`config.mk`:
```
export PLATFORM = sky130hd
export DESIGN_NAME = ram32b_arbiter
export DESIGN_NICKNAME = d
export VERILOG_FILES = /design/src/rtl/ram32b_arb_pkg.sv /design/src/rtl/ram32b_arbiter_rr_arb2.sv /design/src/rtl/ram32b_arbiter.sv
export SDC_FILE = /design/constraint.sdc
export NUM_CORES = 1
export LEC_CHECK = 0
export CELL_PAD_IN_SITES_DETAIL_PLACEMENT = 0
export CELL_PAD_IN_SITES_GLOBAL_PLACEMENT = 1
export CORE_MARGIN = 1
export CORE_UTILIZATION = 30
export CTS_CLUSTER_DIAMETER = 80
export CTS_CLUSTER_SIZE = 25
export DETAILED_ROUTE_END_ITERATION = 6
export GPL_TIMING_DRIVEN = 0
export PLACE_DENSITY = 0.8
export REMOVE_ABC_BUFFERS = 1
export SYNTH_ARGS = -nofsm -noshare
export SYNTH_HDL_FRONTEND = slang
export SYNTH_SLANG_ARGS = --single-unit
```
`constraint.sdc`:
```
create_clock -name clk -period 5 [get_ports clk]
set_clock_uncertainty 0.1 [all_clocks]
set_input_delay 0.75 -clock clk [delete_from_list [all_inputs] [get_ports clk]]
set_output_delay 0.75 -clock clk [all_outputs]
set_load 0.02 [all_outputs]
```
`src/rtl/ram32b_arb_pkg.sv`:
```
// Shared types and constants for the 32 x 8 RAM arbiter: FSM encoding,
// default widths and the RAM wr_rd encoding.
package ram32b_arb_pkg;

    localparam int DEF_ADDR_W = 5;
    localparam int DEF_DATA_W = 8;

    localparam logic OP_WR = 1'b1;
    localparam logic OP_RD = 1'b0;

    typedef enum logic [1:0] {
        IDLE   = 2'd0,
        CMD    = 2'd1,
        RDWAIT = 2'd2
    } state_e;

    // Client index: 0 = client 0, 1 = client 1
    typedef logic client_t;

endpackage

```
`src/rtl/ram32b_arbiter_rr_arb2.sv`:
```
// Combinational two-way winner select. RAMARB_FIXED_PRIO_EN selects a fixed
// priority (client 0 wins ties) instead of round robin on the last pointer.
module rr_arb2
    import ram32b_arb_pkg::*;
(
    input  logic    req0,
    input  logic    req1,
    input  client_t last,
    output logic    any,
    output client_t win
);

    assign any = req0 | req1;

    // Winner select; with both requesting, the client that was not served last wins
    always_comb begin
        win = 1'b0;
`ifdef RAMARB_FIXED_PRIO_EN
        if (req0) begin
            win = 1'b0;
        end else if (req1) begin
            win = 1'b1;
        end else begin
            win = 1'b0;
        end
`else
        if (req0 && req1) begin
            win = ~last;
        end else if (req1) begin
            win = 1'b1;
        end else begin
            win = 1'b0;
        end
`endif
    end

endmodule

```
`src/rtl/ram32b_arbiter.sv`:
```
// Two-client arbiter/sequencer for a 32 x 8 single-port synchronous RAM.
// Optional fixed-priority arbitration via RAMARB_FIXED_PRIO_EN.
module ram32b_arbiter
    import ram32b_arb_pkg::*;
#(
    parameter int ADDR_W = DEF_ADDR_W,
    parameter int DATA_W = DEF_DATA_W
) (
    input  logic              clk,
    input  logic              rst,
    input  logic              req0,
    input  logic              we0,
    input  logic [ADDR_W-1:0] addr0,
    input  logic [DATA_W-1:0] wdata0,
    input  logic              req1,
    input  logic              we1,
    input  logic [ADDR_W-1:0] addr1,
    input  logic [DATA_W-1:0] wdata1,
    output logic              gnt0,
    output logic              gnt1,
    output logic              rvalid0,
    output logic              rvalid1,
    output logic [DATA_W-1:0] rdata,
    output logic [ADDR_W-1:0] ram_addr,
    output logic [DATA_W-1:0] ram_wdata,
    output logic              ram_wr_rd,
    input  logic [DATA_W-1:0] ram_rdata
);

    state_e            state_r;
    client_t           sel_r;
    logic              cmd_we_r;
    logic [ADDR_W-1:0] cmd_addr_r;
    logic [DATA_W-1:0] cmd_wdata_r;
    logic              ram_wr_rd_r;
    logic              gnt0_r, gnt1_r;
    logic              rvalid0_r, rvalid1_r;

    logic              any_req_s;
    client_t           win_s;
    client_t           last_s;
    logic              win_we_s;
    logic [ADDR_W-1:0] win_addr_s;
    logic [DATA_W-1:0] win_wdata_s;

    rr_arb2 u_arb (
        .req0 (req0),
        .req1 (req1),
        .last (last_s),
        .any  (any_req_s),
        .win  (win_s)
    );

`ifdef RAMARB_FIXED_PRIO_EN
    assign last_s = 1'b1;
`else
    client_t last_r;

    // Round-robin pointer: remembers the client granted on the latest CMD entry
    always_ff @(posedge clk or negedge rst) begin
        if (!rst) begin
            last_r <= 1'b1;
        end else if ((state_r == IDLE) && any_req_s) begin
            last_r <= win_s;
        end
    end

    assign last_s = last_r;
`endif

    // Route the winning client's command fields towards the command registers
    always_comb begin
        win_we_s    = 1'b0;
        win_addr_s  = {ADDR_W{1'b0}};
        win_wdata_s = {DATA_W{1'b0}};
        if (win_s) begin
            win_we_s    = we1;
            win_addr_s  = addr1;
            win_wdata_s = wdata1;
        end else begin
            win_we_s    = we0;
            win_addr_s  = addr0;
            win_wdata_s = wdata0;
        end
    end

    // Sequencer FSM with registered strobes and RAM command
    always_ff @(posedge clk or negedge rst) begin
        if (!rst) begin
            state_r     <= IDLE;
            sel_r       <= 1'b0;
            cmd_we_r    <= 1'b0;
            cmd_addr_r  <= {ADDR_W{1'b0}};
            cmd_wdata_r <= {DATA_W{1'b0}};
            ram_wr_rd_r <= OP_RD;
            gnt0_r      <= 1'b0;
            gnt1_r      <= 1'b0;
            rvalid0_r   <= 1'b0;
            rvalid1_r   <= 1'b0;
        end else begin
            case (state_r)
                IDLE: begin
                    rvalid0_r <= 1'b0;
                    rvalid1_r <= 1'b0;
                    if (any_req_s) begin
                        state_r     <= CMD;
                        sel_r       <= win_s;
                        cmd_we_r    <= win_we_s;
                        cmd_addr_r  <= win_addr_s;
                        cmd_wdata_r <= win_wdata_s;
                        ram_wr_rd_r <= win_we_s ? OP_WR : OP_RD;
                        gnt0_r      <= ~win_s;
                        gnt1_r      <= win_s;
                    end else begin
                        ram_wr_rd_r <= OP_RD;
                        gnt0_r      <= 1'b0;
                        gnt1_r      <= 1'b0;
                    end
                end
                CMD: begin
                    gnt0_r      <= 1'b0;
                    gnt1_r      <= 1'b0;
                    ram_wr_rd_r <= OP_RD;
                    if (cmd_we_r == OP_WR) begin
                        state_r <= IDLE;
                    end else begin
                        // RAM output register loads at this edge; present it next cycle
                        state_r   <= RDWAIT;
                        rvalid0_r <= ~sel_r;
                        rvalid1_r <= sel_r;
                    end
                end
                RDWAIT: begin
                    state_r   <= IDLE;
                    rvalid0_r <= 1'b0;
                    rvalid1_r <= 1'b0;
                end
                default: begin
                    state_r     <= IDLE;
                    ram_wr_rd_r <= OP_RD;
                    gnt0_r      <= 1'b0;
                    gnt1_r      <= 1'b0;
                    rvalid0_r   <= 1'b0;
                    rvalid1_r   <= 1'b0;
                end
            endcase
        end
    end

    assign gnt0      = gnt0_r;
    assign gnt1      = gnt1_r;
    assign rvalid0   = rvalid0_r;
    assign rvalid1   = rvalid1_r;
    assign ram_addr  = cmd_addr_r;
    assign ram_wdata = cmd_wdata_r;
    assign ram_wr_rd = ram_wr_rd_r;
    // RAM data_out is already a register; gate it so rdata is 0 when not valid
    assign rdata     = (rvalid0_r | rvalid1_r) ? ram_rdata : {DATA_W{1'b0}};

endmodule

```
# ---- Word-level counts from Yosys, hierarchy flattened
# Index checks and enable logic that the tools add are counted.
dict set report word_totals {
  output_inout_bits 26
  input_bits 40
  wordCells 44
  regBits 23
}
dict set report op_classes {
  bitwise 5
  reduce_logical 4
  n_eq_ne 4
  n_mux 20
}
# operator n
set ops {}
lappend ops {{$mux W8} 2}
lappend ops {{$mux W1} 11}
lappend ops {{$pmux W1 S2} 3}
lappend ops {{$mux W5} 1}
lappend ops {{$mux W2} 2}
lappend ops {{$ne A2 B2 Y1 const B} 2}
lappend ops {{$pmux W2 S2} 1}
lappend ops {{$not A1 Y1} 3}
lappend ops {{$eq A2 B1 Y1 const B} 1}
lappend ops {{$eq A2 B2 Y1 const B} 1}
lappend ops {{$logic_and A1 B1 Y1} 2}
lappend ops {{$logic_not A2 Y1} 1}
lappend ops {{$or A1 B1 Y1} 2}
lappend ops {{$reduce_and A2 Y1} 1}

# ---- Longest topological paths before layout
# Gate-level depths: netlist (run 1).
dict set report logic_depth {
  word_depth 6
  ltp_mapped 5
  mapped_depth_nobuf 4
}

# ---- Cells and area by module
# A second synthesis (run 1) with hierarchy kept.
dict set report hier_totals {
  hier_cells 84
  hier_area_um2 1193.6
}
# module area_per_inst_um2 instances seq_area_each_um2 cells_each
set modules_own_cells {}
lappend modules_own_cells {ram32b_arbiter 1179.9 1 576.8 82}
lappend modules_own_cells {rr_arb2 13.8 1 0.0 2}

# ---- Least setup slack after synthesis (run 1)
# OpenSTA, ideal clock, no wires.
dict set report synth_path {
  kind {input-to-reg}
  startpoint {in req1}
  endpoint {reg cmd_addr_r[3] (netlist: ram_addr[3])}
  required_time_ns 4.775
  arrival_time_ns 1.733
  slack_ns 3.042
  setup_time_ns 0.125
  path_buffers 2
  cell_stages 5
  cell_sequence {a21bo_1 -> buf_6 -> buf_8 -> mux2_4 -> mux2_4}
}
dict set report synth_via {
  elab_chain_len 3
  word_cells_on_any_way 6
  classes_between {mux: 3; bitwise: 1; reduce/logical: 2}
}
# element line
set synth_lines {}
lappend synth_lines {{start, declared} ram32b_arbiter.sv:15} ;# input logic req1,
lappend synth_lines {{$mux W1 / $logic_and A1 B1 Y1 (equally long branches)} {ram32b_arbiter_rr_arb2.sv:29, ram32b_arbiter_rr_arb2.sv:27}}
lappend synth_lines {{$mux W1} ram32b_arbiter_rr_arb2.sv:27} ;# if (req0 && req1) begin
lappend synth_lines {{$mux W5} ram32b_arbiter.sv:76} ;# if (win_s) begin
lappend synth_lines {{end signal, assigned} ram32b_arbiter.sv:93} ;# cmd_addr_r <= {ADDR_W{1'b0}};
lappend synth_lines {{end signal, assigned} ram32b_arbiter.sv:109} ;# cmd_addr_r <= win_addr_s;
lappend synth_lines {{end, declared} ram32b_arbiter.sv:33} ;# logic [ADDR_W-1:0] cmd_addr_r;
# Several ways; a longest one is shown, not always the timed one.
# A chain may end at the register's enable or synchronous reset.

# ---- Worst setup path in the final report (run 1)
dict set report layout_path {
  startpoint {in ram_rdata[7]}
  endpoint {out rdata[7]}
}
dict set report layout_via {
  elab_chain_len 1
}
# element line
set layout_lines {}
lappend layout_lines {{start, declared} ram32b_arbiter.sv:27} ;# input logic [DATA_W-1:0] ram_rdata
lappend layout_lines {{$mux W8} ram32b_arbiter.sv:158} ;# assign rdata = (rvalid0_r | rvalid1_r) ? ram_rdata : {DATA_W{1'b0}};
lappend layout_lines {{end, declared} ram32b_arbiter.sv:23} ;# output logic [DATA_W-1:0] rdata,
# No other way between the ends.

==> results of run 1 <==
==> worst max-delay path, cell delays in order <==
cell and delay (ns):
sky130_fd_sc_hd__clkdlybuf4s50_1 0.46, sky130_fd_sc_hd__nor2b_1 0.13, sky130_fd_sc_hd__clkdlybuf4s50_1 0.61
==> sequential cells by signal (all words and copies together), names as in the netlist <==
register / flops
ram_wr_rd: 1
state_r: 2
rvalid0: 1
last_r: 1
cmd_we_r: 1
ram_wdata: 8
gnt0: 1
rvalid1: 1
ram_addr: 5
gnt1: 1
sel_r: 1
==> per-layer routing <==
| metal | wire length, µm | track usage | vias up |
|---|---|---|---|
| met4 | 14 | 0.0256 | 0 |
| met5 | 0 | 0 | - |
| li1 | - | - | 426 |
| met2 | 1300 | 0.267 | 53 |
| met3 | 273 | 0.0571 | 2 |
| met1 | 1040 | 0.141 | 430 |
==> cell families (layout without fill, tap and decap cells) <==
kind of cell           Yosys count  in the layout
DFF                             23             23
AOI/OAI and AO/OA                9              9
buffers and inverters            5             71
muxes                           29             29
and+or+nand+nor                 20             20
==> power by group <==
group / switching (W) / internal, W
Sequential: 0.0000610 / 0.000281
Clock: 0.0000590 / 0.0000569
Combinational: 0.000271 / 0.000327
Total: 0.000391 / 0.000665
==> cells in the final DEF, fill, tap and decap left out <==
cell / count
sky130_fd_sc_hd__a31oi_1: 1
sky130_fd_sc_hd__nor2b_1: 9
sky130_fd_sc_hd__mux2_4: 12
sky130_fd_sc_hd__clkbuf_1: 1
sky130_fd_sc_hd__a22o_2: 1
sky130_fd_sc_hd__mux2i_1: 3
sky130_fd_sc_hd__clkdlybuf4s50_1: 65
sky130_fd_sc_hd__mux2_2: 14
sky130_fd_sc_hd__nand2b_1: 1
sky130_fd_sc_hd__nor2_1: 7
sky130_fd_sc_hd__clkbuf_8: 3
sky130_fd_sc_hd__inv_2: 1
sky130_fd_sc_hd__nor3_1: 1
sky130_fd_sc_hd__a21o_1: 1
sky130_fd_sc_hd__dfrtp_1: 22
sky130_fd_sc_hd__dfstp_2: 1
sky130_fd_sc_hd__inv_1: 1
sky130_fd_sc_hd__nand2_1: 2
sky130_fd_sc_hd__a21oi_1: 2
sky130_fd_sc_hd__o21ai_0: 2
sky130_fd_sc_hd__o21a_1: 1
sky130_fd_sc_hd__a21bo_1: 1
==> path summary, 6_finish.rpt <==
kind	slack [ns]	end	cells past startpoint
worst min-delay path	0.40	ram_wr_rd$_DFFE_PN0P_	2
max in group asynchronous	3.23	ram_addr[1]$_DFFE_PN0P_	1
worst max-delay path	2.21	rdata[7]	3
worst max register to register	2.94	ram_wdata[5]$_DFFE_PN0P_	3
min in group asynchronous	0.95	ram_wdata[0]$_DFFE_PN0P_	1
worst min register to register	0.40	ram_wr_rd$_DFFE_PN0P_	2
==> through the flow <==
step / cells / worst slack [ns] / instance area (µm²) / total power (W)
final: 200 / 2.21 / 1870 / 0.00106
after global routing: 200 / 2.15 / 1870 / 0.00113
after CTS: 200 / 2.19 / 1870 / 0.00107
after detailed placement: 196 / 2.16 / 1830 / 0.000950
after global placement: 196 / 2.19 / 1830 / 0.000936
after floorplan: 83 / 2.86 / 1110 / 0.000680
==> layout make-up <==
class / instances / share of cell area
inverters: 2 / 0.00401
well taps: 48 / 0.0321
flip-flops and latches: 23 / 0.308
multi-input cells: 58 / 0.284
clock buffers: 4 / 0.0241
repair buffers: 65 / 0.348
==> impl_metrics.csv, run 1 <==
group,metric,value,unit
outcome,status,"completed",
logic_synthesis,warning_count_from_the_yosys_run,0,
logic_synthesis,yosysUniqueCellTypes,22,
sta,final.min_clock_period,2.79,ns
detailed_routing,post-route-drc-count,0,
sta,transition_time_of_the_tightest_slew_check_pin,1.03,ns
placed_design,post-dp-hpwl,2000,µm
placed_design,placement.io_buffers,65,
logic_synthesis,synth-async-reset-ratio,1.00,
clock_network,clock_path_buffers,2,
logic_synthesis,synth-simple-area-share,0.0882,
sta,fin_hold_ws,0.403,ns
sta,setup_repair_after_global_routing_missed_its_margin,"false",
logic_synthesis,synth_top_family_by_area,"multiplexers",
layout,area_growth_syn_to_layout,62.9,%
floorplan,initial_utilization,0.314,
detailed_routing,routed_wl,2630,µm
clock_network,post_cts_resize_count,0,
floorplan,die_height,63.9,µm
clock_network,postCtsSetupRepairBufs,0,
logic_synthesis,synth_area,0.00115,mm²
worst_setup_path,end_kind,"output pin",
logic_synthesis,post_synth.cell_area_avg,13.4,µm²
logic_synthesis,yosys_register_bits,23,
clock_network,sinks_on_clock_net,23,
power,power_density,564,mW/mm²
layout,finish.utilization,0.511,
sta,slew_viol_final,0,
floorplan,die_width,63.9,µm
floorplan,floorplan.die_area,0.00408,mm²
global_routing,grt_start_max_net_pins,24,
sta,setup_viol,0,
global_routing,grt_overflow_total,0,
logic_synthesis,synth_edf_count,0,
clock_network,root_buffer,"sky130_fd_sc_hd__clkbuf_8",
detailed_routing,drt-vias-per-instance,4.56,
floorplan,coreArea,0.00366,mm²
global_routing,track_usage,0.140,
clock_network,path_clk_slew,0.08,ns
floorplan,floorplan.io_pins,66,
sta,timing_hold_violations_final,0,
worst_setup_path,critPathLaunchType,"input pin",
layout,nNetsFinal,193,
clock_network,cts.htree.levels,1,
sta,totalNegativeSetupSlack,0,ns
worst_setup_path,worst_path_arrival_time,1.94,ns
global_routing,grt_first_pass_wirelength,4450,µm
clock_network,tritoncts.num_buffers,3,
sta,finalCritPeriodShare,0.558,
clock_network,clock_tree_from_tritoncts,"built",
sta,timing.max_slew.rel_slack,0.312,
logic_synthesis,synth.mux.area_fraction,0.320,
global_routing,number_of_global_route_vias_before_repair,964,
floorplan,floorplan.rows,22,
worst_setup_path,worst_r2r_startpoint,"last_r$_DFFE_PN1P_",
detailed_routing,first_pass_iters,4,
logic_synthesis,synth_top_area_frac,0.479,
logic_synthesis,netlist_instances,86,
worst_setup_path,crit_start,"ram_rdata[7]",
layout,drive_above_1_share,0.211,
logic_synthesis,synthMostInstantiatedCell,"sky130_fd_sc_hd__dfrtp_1",
logic_synthesis,synth_flop_cell,"sky130_fd_sc_hd__dfrtp_1",
placed_design,finalWeightedCongestion,0.721,
logic_synthesis,yosys-top-cells-area,"sky130_fd_sc_hd__dfrtp_1 (48%), sky130_fd_sc_hd__mux2_4 (16%), sky130_fd_sc_hd__mux2_2 (14%)",
worst_hold_path,holdCritPathClass,"register to register",
logic_synthesis,synth_largest_area_cell,"sky130_fd_sc_hd__dfrtp_1",
global_routing,grt_antenna_before_repair,0,
worst_setup_path,timing.critical_path.fanout_max,1,
clock_network,clock_insertion_delay_worst_skew,0.26,ns
worst_setup_path,crit_required,4.15,ns
layout,count_of_antenna_diodes_in_the_layout,0,
detailed_routing,num_vias,911,
layout,final-seq-area,577,µm²
layout,number_of_filler_instances_in_the_final_layout,342,
logic_synthesis,synth_seq_area_share,0.502,
logic_synthesis,synth_adder_area_share,0,
sta,max_clock_freq,359,MHz
layout,area_used_by_multi_input_combinational_logic,531,µm²
detailed_routing,routed_wire_length_per_instance,13.1,µm
detailed_routing,drt-initial-drc-count,15,
job,cap_viol_max_count,0,
logic_synthesis,synth.cells.most_frequent,"sky130_fd_sc_hd__dfrtp_1 (22), sky130_fd_sc_hd__mux2_2 (14), sky130_fd_sc_hd__mux2_4 (12), sky130_fd_sc_hd__nor2b_1 (9), sky130_fd_sc_hd__nor2_1 (7)",
logic_synthesis,synth_compound_area_frac,0.0534,
worst_hold_path,hold_path.startpoint,"ram_wr_rd$_DFFE_PN0P_",
power,p_leak,0.794,nW
worst_setup_path,path_class,"input pin to output pin",
detailed_routing,detail-route-antenna-nets,0,
power,worst_ir_drop_vdd,0.311,mV
clock_network,cts_hold_buffers,0,
logic_synthesis,synth_xor_area_frac,0,
Power figures use the tool's default switching activity.
==> inputs of run 2 (changes only) <==
--- a/config.mk
+++ b/config.mk
@@ -8,12 +8,12 @@
 export CELL_PAD_IN_SITES_DETAIL_PLACEMENT = 0
 export CELL_PAD_IN_SITES_GLOBAL_PLACEMENT = 1
 export CORE_MARGIN = 1
-export CORE_UTILIZATION = 30
+export CORE_UTILIZATION = 25
 export CTS_CLUSTER_DIAMETER = 80
 export CTS_CLUSTER_SIZE = 25
 export DETAILED_ROUTE_END_ITERATION = 6
 export GPL_TIMING_DRIVEN = 0
-export PLACE_DENSITY = 0.8
+export PLACE_DENSITY = 0.7
 export REMOVE_ABC_BUFFERS = 1
 export SYNTH_ARGS = -nofsm -noshare
 export SYNTH_HDL_FRONTEND = slang
==> constraint.sdc (replaced) <==
create_clock -name clk -period 2.54 [get_ports clk]
set_clock_uncertainty 0.1 [all_clocks]
set_input_delay 0.381 -clock clk [delete_from_list [all_inputs] [get_ports clk]]
set_output_delay 0.381 -clock clk [all_outputs]
set_load 0.02 [all_outputs]
==> impl_metrics.csv, run 2 (synthesized netlist as in run 1, its figures left out) <==
group,metric,value,unit
outcome,status,"completed",
worst_setup_path,regToRegEndpoint,"ram_wdata[6]$_DFFE_PN0P_",
detailed_routing,num_vias,897,
sta,timing.max_slew.rel_slack,0.298,
worst_setup_path,crit_required,2.06,ns
clock_network,tritoncts.num_buffers,3,
clock_network,sinks_on_clock_net,23,
power,power_frac_seq,0.325,
placed_design,post-dp-hpwl,2040,µm
global_routing,grt_first_pass_wirelength,4440,µm
global_routing,grt_antenna_before_repair,0,
detailed_routing,first_pass_iters,4,
detailed_routing,drt-initial-drc-count,12,
layout,layout_commonest_cell,"sky130_fd_sc_hd__clkdlybuf4s50_1",
worst_hold_path,holdCritPathClass,"register to register",
sta,finalCritPeriodShare,0.879,
sta,setup_repair_after_global_routing_missed_its_margin,"false",
detailed_routing,routed_wire_length_per_instance,13.1,µm
floorplan,die_width,69.8,µm
power,p_comb_frac,0.567,
detailed_routing,detail-route-antenna-nets,0,
placed_design,placement.io_buffers,65,
sta,final.min_clock_period,2.23,ns
power,switch_share,0.371,
worst_setup_path,crit_start,"rvalid0$_DFFE_PN0P_",
worst_setup_path,timing.critical_path.fanout_max,8,
worst_setup_path,end_kind,"output pin",
clock_network,clock_path_buffers,2,
global_routing,number_of_global_route_vias_before_repair,947,
worst_setup_path,reg2reg_depth,3,
floorplan,floorplan.rows,24,
floorplan,initial_utilization,0.262,
sta,setup_viol,0,
worst_setup_path,critPathLaunchType,"register",
clock_network,cts.htree.levels,1,
global_routing,grt_start_max_net_pins,24,
worst_hold_path,cell_depth_of_the_worst_min_delay_path,2,
sta,transition_time_of_the_tightest_slew_check_pin,1.05,ns
detailed_routing,post-route-drc-count,0,
job,cap_viol_max_count,0,
global_routing,track_usage,0.117,
layout,area_growth_syn_to_layout,63.3,%
sta,timing_hold_violations_final,0,
power,power_density,1110,mW/mm²
worst_setup_path,path_class,"register to output pin",
power,worst_ir_drop_vdd,0.347,mV
detailed_routing,routed_wl,2680,µm
worst_hold_path,min_delay_endpoint,"ram_wr_rd$_DFFE_PN0P_",
worst_setup_path,worst_path_arrival_time,1.75,ns
sta,totalNegativeSetupSlack,0,ns
layout,nNetsFinal,193,
placed_design,finalWeightedCongestion,0.833,
clock_network,cts_hold_buffers,0,
clock_network,post_cts_resize_count,0,
clock_network,path_clk_slew,0.08,ns
layout,final_cell_area,0.00188,mm²
clock_network,clock_insertion_delay_worst_skew,0.26,ns
worst_setup_path,r2r_setup_slack,0.50,ns
layout,count_of_antenna_diodes_in_the_layout,0,
sta,slew_viol_final,0,
layout,largest_register_ff_count,8,
clock_network,root_buffer,"sky130_fd_sc_hd__clkbuf_8",
floorplan,die_height,69.8,µm
placed_design,dpl_cell_area,0.00183,mm²
floorplan,floorplan.die_area,0.00487,mm²
clock_network,clock_tree_from_tritoncts,"built",
layout,number_of_filler_instances_in_the_final_layout,402,
floorplan,coreArea,0.00438,mm²
power,pwr-share-clk,0.107,
layout,drive_above_1_share,0.211,
power,power_report.internal_total,0.00131,W
layout,mostFrequentLayoutCells,"sky130_fd_sc_hd__clkdlybuf4s50_1 (65), sky130_fd_sc_hd__dfrtp_1 (22), sky130_fd_sc_hd__mux2_2 (14)",
global_routing,grt_overflow_total,0,
power,p_leak,0.794,nW
detailed_routing,drt-vias-per-instance,4.40,
clock_network,postCtsSetupRepairBufs,0,
worst_setup_path,worst_r2r_startpoint,"last_r$_DFFE_PN1P_",
worst_hold_path,hold_path.startpoint,"ram_wr_rd$_DFFE_PN0P_",
sta,max_clock_freq,448,MHz
floorplan,floorplan.io_pins,66,
power,netSwitchingPower,0.000772,W
-- run 2: cell counts in the layout (fill, tap and decap cells not counted) --
Identical to the previous run, type by type.
-- run 2: layout make-up --
type                    count  area (µm²)  area share
clock buffers               4        45.0      0.0240
repair buffers             65         651       0.347
flip-flops and latches     23         577       0.308
inverters                   2        7.51     0.00400
multi-input cells          58         531       0.283
well taps                  52        65.1      0.0347
-- run 2: worst max-delay path by stage --
stage / slack (ns) / to
floorplan: 0.69 / ram_addr[0]$_DFFE_PN0P_
global placement: 0.12 / ram_addr[1]$_DFFE_PN0P_
detailed placement: 0.09 / ram_wdata[6]$_DFFE_PN0P_
CTS: 0.28 / rdata[5]
global route: 0.17 / rdata[5]
finish: 0.31 / rdata[5]
-- run 2: metrics by stage --
step / hold WS, ns / power [W] / utilization / std cells / setup slack (ns)
2_1_floorplan: -0.0146 / 0.00134 / - / 83 / 0.694
3_3_place_gp: 0.375 / 0.00185 / 0.418 / 200 / 0.125
3_5_place_dp: 0.383 / 0.00188 / 0.418 / 200 / 0.0873
4_1_cts: 0.402 / 0.00211 / 0.428 / 204 / 0.278
5_1_grt: 0.442 / 0.00221 / 0.428 / 204 / 0.168
6_report: 0.394 / 0.00208 / 0.428 / 204 / 0.307
-- run 2: worst max-delay path: stages, from the launching register on --
cell	delay, ns
sky130_fd_sc_hd__dfrtp_1	0.42
sky130_fd_sc_hd__nor2_1	0.40
sky130_fd_sc_hd__nor2b_1	0.12
sky130_fd_sc_hd__clkdlybuf4s50_1	0.56
-- run 2: power by group through the flow --
stage	clock network (W)	logic (W)	registers, W
finish	0.000223	0.00118	0.000676
global route	0.000251	0.00125	0.000707
CTS	0.000236	0.00120	0.000678
detailed placement	0	0.00120	0.000682
global placement	0	0.00118	0.000674
floorplan	0	0.000500	0.000838
-- run 2: metal layers --
metal  track usage  vias to the layer above  share of wire
met5             0                        -              0
met4        0.0400                        0         0.0071
met3        0.0363                        2          0.070
met2         0.220                       37           0.52
met1         0.122                      429           0.40
li1              -                      429              -
